$ cat src/rtl/seq_detect_pkg.sv
// Shared types, defaults and helpers for the programmable sequence detector.
package seq_detect_pkg;

    // FILL: fewer than len bits collected; ARMED: a full window is available.
    typedef enum logic {
        FILL  = 1'b0,
        ARMED = 1'b1
    } state_e;

    localparam int unsigned DEF_MAX_LEN = 8;
    localparam int unsigned DEF_CNT_W   = 8;
    localparam logic [7:0]  DEF_PATTERN = 8'b0000_1011;
    localparam int unsigned DEF_LEN     = 4;
    localparam logic        DEF_OVERLAP = 1'b1;

    // Map a requested length onto the legal range 1..max_len.
    function automatic int unsigned clamp_len(input int unsigned len, input int unsigned max_len);
        if (len == 0) begin
            return 1;
        end else if (len > max_len) begin
            return max_len;
        end
        return len;
    endfunction

endpackage

$ cat src/rtl/sat_counter.sv
// Saturating up-counter with synchronous clear; clear beats increment.
module sat_counter #(
    parameter int unsigned CNT_W = 8
) (
    input  logic             clk,
    input  logic             rst_n,
    input  logic             inc,
    input  logic             clr,
    output logic [CNT_W-1:0] count
);

    logic [CNT_W-1:0] r_count;

    // Count up on inc, hold at all-ones, clear on clr.
    always_ff @(posedge clk or negedge rst_n) begin
        if (!rst_n) begin
            r_count <= '0;
        end else if (clr) begin
            r_count <= '0;
        end else if (inc && (r_count != '1)) begin
            r_count <= r_count + CNT_W'(1);
        end
    end

    assign count = r_count;

endmodule

$ cat src/rtl/seq_detect_prog.sv
// Runtime-programmable serial bit-sequence detector with overlap control,
// a registered match pulse and a saturating match counter.
module seq_detect_prog
    import seq_detect_pkg::*;
#(
    parameter int unsigned        MAX_LEN         = DEF_MAX_LEN,
    parameter int unsigned        CNT_W           = DEF_CNT_W,
    parameter logic [MAX_LEN-1:0] DEFAULT_PATTERN = MAX_LEN'(DEF_PATTERN),
    parameter int unsigned        DEFAULT_LEN     = DEF_LEN,
    parameter logic               DEFAULT_OVERLAP = DEF_OVERLAP,
    parameter int unsigned        LEN_W           = $clog2(MAX_LEN + 1)
) (
    input  logic               clk,
    input  logic               rst_n,
    input  logic               bit_valid,
    input  logic               bit_in,
    input  logic               cfg_load,
    input  logic [MAX_LEN-1:0] cfg_pattern,
    input  logic [LEN_W-1:0]   cfg_len,
    input  logic               cfg_overlap,
    input  logic               count_clr,
    output logic               match,
    output logic               armed,
    output logic [CNT_W-1:0]   match_count
);

    localparam logic [LEN_W-1:0] RstLen = LEN_W'(clamp_len(DEFAULT_LEN, MAX_LEN));

    state_e             r_state;
    logic [MAX_LEN-1:0] r_hist;
    logic [LEN_W-1:0]   r_fill;
    logic [MAX_LEN-1:0] r_pattern;
    logic [LEN_W-1:0]   r_len;
    logic               r_overlap;
    logic               r_match;

    logic [MAX_LEN-1:0] w_hist_next;
    logic [LEN_W-1:0]   w_fill_next;
    logic [MAX_LEN-1:0] w_mask;
    logic               w_hit;

    // Next history/fill for an accepted bit and the resulting match decision.
    always_comb begin
        w_mask = '0;
        for (int unsigned i = 0; i < MAX_LEN; i++) begin
            w_mask[i] = (i < 32'(r_len));
        end
        // Truncating cast drops the oldest bit; works for MAX_LEN == 1 too.
        w_hist_next = MAX_LEN'({r_hist, bit_in});
        w_fill_next = (r_fill == r_len) ? r_fill : r_fill + LEN_W'(1);
        w_hit       = (w_fill_next == r_len) &&
                      ((w_hist_next & w_mask) == (r_pattern & w_mask));
    end

    // Configuration, shift register, fill/state FSM and registered match pulse.
    always_ff @(posedge clk or negedge rst_n) begin
        if (!rst_n) begin
            r_state   <= FILL;
            r_hist    <= '0;
            r_fill    <= '0;
            r_pattern <= DEFAULT_PATTERN;
            r_len     <= RstLen;
            r_overlap <= DEFAULT_OVERLAP;
            r_match   <= 1'b0;
        end else if (cfg_load) begin
            // A bit offered in the same cycle as a load is dropped.
            r_pattern <= cfg_pattern;
            r_len     <= LEN_W'(clamp_len(32'(cfg_len), MAX_LEN));
            r_overlap <= cfg_overlap;
            r_hist    <= '0;
            r_fill    <= '0;
            r_state   <= FILL;
            r_match   <= 1'b0;
        end else if (bit_valid) begin
            r_hist  <= w_hist_next;
            r_match <= w_hit;
            if (w_hit && !r_overlap) begin
                // Old history stays but is ignored until len fresh bits arrive.
                r_fill  <= '0;
                r_state <= FILL;
            end else begin
                r_fill  <= w_fill_next;
                r_state <= (w_fill_next == r_len) ? ARMED : FILL;
            end
        end else begin
            r_match <= 1'b0;
        end
    end

    sat_counter #(
        .CNT_W (CNT_W)
    ) u_match_cnt (
        .clk   (clk),
        .rst_n (rst_n),
        .inc   (r_match),
        .clr   (count_clr),
        .count (match_count)
    );

    assign match = r_match;
    assign armed = (r_state == ARMED);

endmodule

$ cat config.mk
export PLATFORM = sky130hd
export DESIGN_NAME = seq_detect_prog
export DESIGN_NICKNAME = d
export VERILOG_FILES = /design/src/rtl/seq_detect_pkg.sv /design/src/rtl/sat_counter.sv /design/src/rtl/seq_detect_prog.sv
export SDC_FILE = /design/constraint.sdc
export NUM_CORES = 1
export LEC_CHECK = 0
export ABC_AREA = 1
export BUFFER_PORTS_ARGS = -buffer_cell sky130_fd_sc_hd__buf_4
export CAP_MARGIN = 20
export CELL_PAD_IN_SITES_DETAIL_PLACEMENT = 0
export CELL_PAD_IN_SITES_GLOBAL_PLACEMENT = 2
export CORE_UTILIZATION = 30
export CTS_BUF_LIST = sky130_fd_sc_hd__clkbuf_8
export DETAILED_ROUTE_END_ITERATION = 7
export PLACE_DENSITY_LB_ADDON = 0.1
export SLEW_MARGIN = 20
export SYNTH_ARGS = -nofsm -noshare
export SYNTH_HDL_FRONTEND = slang
export SYNTH_HIERARCHICAL = 1
export SYNTH_SLANG_ARGS = --single-unit
$ cat constraint.sdc
create_clock -name clk -period 1.69 [get_ports clk]
set_clock_uncertainty 0.2 [all_clocks]
set_input_delay 0.0845 -clock clk [delete_from_list [all_inputs] [get_ports clk]]
set_output_delay 0.0845 -clock clk [all_outputs]
set_load 0.03 [all_outputs]
==> run metrics <==
clk root buf=clkbuf_8; register area share after synthesis=0.426; CTS Buffer Depth=2; Core Region=6420 um^2; Worst-Margin Slew=between 400 and 500 ps; Die Ht=83.9 um; antenna cells=0; filler cell count=652; Final #Nets=391; Post-synth EDFFs=0; hpwl dp=between 3 and 4 mm; final global-route overflow total=0; TritonCTS Sinks=34; setup TNS=-1320 ps; final core occ=0.482; starting density of the core=0.313; Final Hold Vio Count=0; first-pass GRT wire length=around 9 mm; Die W=around 84 um; PwrDens=a little under 800 nW/um^2; drt drc=0; Post-synth top flop=dfrtp_1; cells after synthesis=268; yosys warns=6; Worst-path clk slew=around 80 ps; row count=29; total CTS buffers=5; fmax=517 MHz; Worst-Skew Late Latency=slightly below 300 ps; 1st-iter DRT viols=73; worst rel slew slack=0.702; area grow syn2layout=53.9%; Max VDD drop=0.466 mV; die area=~7000 um^2; WP data required=approximately 1700 ps; crit path time final=around 1900 ps; largest net degree at the start of global routing=35; multi-input logic area=1080 um^2; H-tree levels=2; Setup CP Type=flop to flop; ys async rst share=1.00; average wire per standard cell=11.9 um; commonest non-fill, non-tap cells in the layout=nand2_1, buf_4, inv_1, dlygate4sd3_1, dfrtp_1; sequential cell area=861 um^2; final period utilization=1.14; PortBufs=28; synthesized flop and latch total=34; Via density=~4.5; post-route setup slack=-245 ps; worst reg2reg setup slack=-240 ps; Netlist cell types=32; Slew Limit Fails=0; mapped cell area=between 2000 and 2500 um^2; status=finished with violations; MaxCap Viol Count=0; Worst Hold Class=primary input to flop; crit path max fanout=7; Final ANT Viol Nets=0; failing checks=negative setup slack; Final Total Pwr=approximately 2.4 mW; Leak=between 1.5 and 2 nW; All-Layer GR Usage=0.165; Post-Synthesis Net Count=a little under 300; antenna violations before repair=0; CP Launch Type=flop; post-place setup slack=-271 ps; CP endpoint kind=flop; total wire length=approximately 5.3 mm; Final setup viols=6; unrepaired setup endpoints after global routing=true; commonest non-fill, non-tap cell in the layout=nand2_1; vias in the first global route=~1900; Pre-antenna DRT Iters=4; Critical Path AT=just under 2000 ps; IO Count=29; Mean Syn Cell Area=between 7 and 8 um^2; share of layout cells above drive strength 1=0.337; TritonCTS clock tree=built; Via Count=2025; Routability Congestion=around 0.8
cells by family after synthesis:
kind of cell               count (synthesis)  share of synthesized area
AOI/OAI and AO/OA                         35                      0.104
and+or+nand+nor                          149                      0.350
adders and majority gates                  2                     0.0124
DFF                                       34                      0.426
buffers and inverters                     42                     0.0814
xor gates and xnor gates                   6                     0.0261
worst max-delay path, stage by stage, from the launching register on:
cell     delay [ps]
dfstp_2         570
inv_4            50
nand2_4          50
nand2_4          60
nor2_8          140
nand2_4          90
nand2_4          80
nand2_4          50
nand2_4          60
nand3_4          80
buf_4           140
nor3_1          170
nand2_1          80
nand2_1          50
metrics by stage:
stage | instance area [um^2] | std cells | hold WS (ps)
2_1_floorplan | 2020 | 268 | -411
3_3_place_gp | 2600 | 408 | -129
3_5_place_dp | 2600 | 408 | -128
4_1_cts | 3030 | 446 | 24.9
5_1_grt | 3100 | 448 | 64.9
6_report | 3100 | 448 | 24.7
where the power goes:
group | internal [mW] | switching [mW] | leakage [nW]
clock | 0.328 | 0.321 | 0.0472
sequential | 0.879 | 0.0678 | 0.433
combinational | 0.418 | 0.429 | 1.04
total | 1.62 | 0.818 | 1.52
registers in the layout (all words and copies together), names as in the netlist:
register           cells
r_hist                 7
armed                  1
u_match_cnt/count      8
r_fill                 4
r_overlap              1
r_len                  4
match                  1
r_pattern              8
worst paths after layout:
check                        startpoint              endpoint  cells after the start
max reg2reg                    r_len[2]                 armed                     13
min reg2reg                r_pattern[1]          r_pattern[1]                      2
max in group asynchronous         rst_n              r_len[2]                      2
max                            r_len[2]                 armed                     13
min in group asynchronous         rst_n  u_match_cnt/count[4]                      2
min                            cfg_load              r_len[3]                      4
area by class of cell:
class	instances	area share
clock buffer	6	0.0267
clock inverter	2	0.00404
inverter	38	0.0485
multi-input combinational	192	0.349
sequential	34	0.278
tap	77	0.0311
timing repair buffer	99	0.263
synth_stat cells (2+ instances only):
cell type | n | share of area
a21oi_1 | 11 | 0.027
clkbuf_1 | 3 | 0.0056
dfrtp_1 | 29 | 0.36
dfstp_2 | 5 | 0.065
ha_1 | 2 | 0.012
inv_1 | 31 | 0.058
inv_2 | 5 | 0.0093
nand2_1 | 86 | 0.16
nand2_2 | 7 | 0.022
nand2_4 | 3 | 0.017
nand3_1 | 23 | 0.057
nand3_2 | 2 | 0.0099
nand4_1 | 2 | 0.0062
nor2_1 | 14 | 0.026
nor2_2 | 4 | 0.012
nor2_8 | 2 | 0.020
nor3_1 | 4 | 0.0099
o21ai_0 | 9 | 0.022
o21bai_1 | 2 | 0.0075
o22ai_1 | 8 | 0.025
xnor2_1 | 3 | 0.013
xor2_1 | 3 | 0.013
what timing repair did:
item	CTS	global route
pin swaps	7	8
setup buffers	1	2
hold endpoints to repair	58	0
endpoints found under the setup margin	6	6
resized for setup	9	14
hold buffers	29	0
metal layers:
metal,global-route usage,share of wire,up-vias
met5,0,0,-
met4,0.0517,0.013,0
met3,0.0297,0.025,7
met2,0.267,0.46,29
met1,0.222,0.50,929
li1,-,-,1060
No activity file was read; power rests on OpenSTA's default activity.
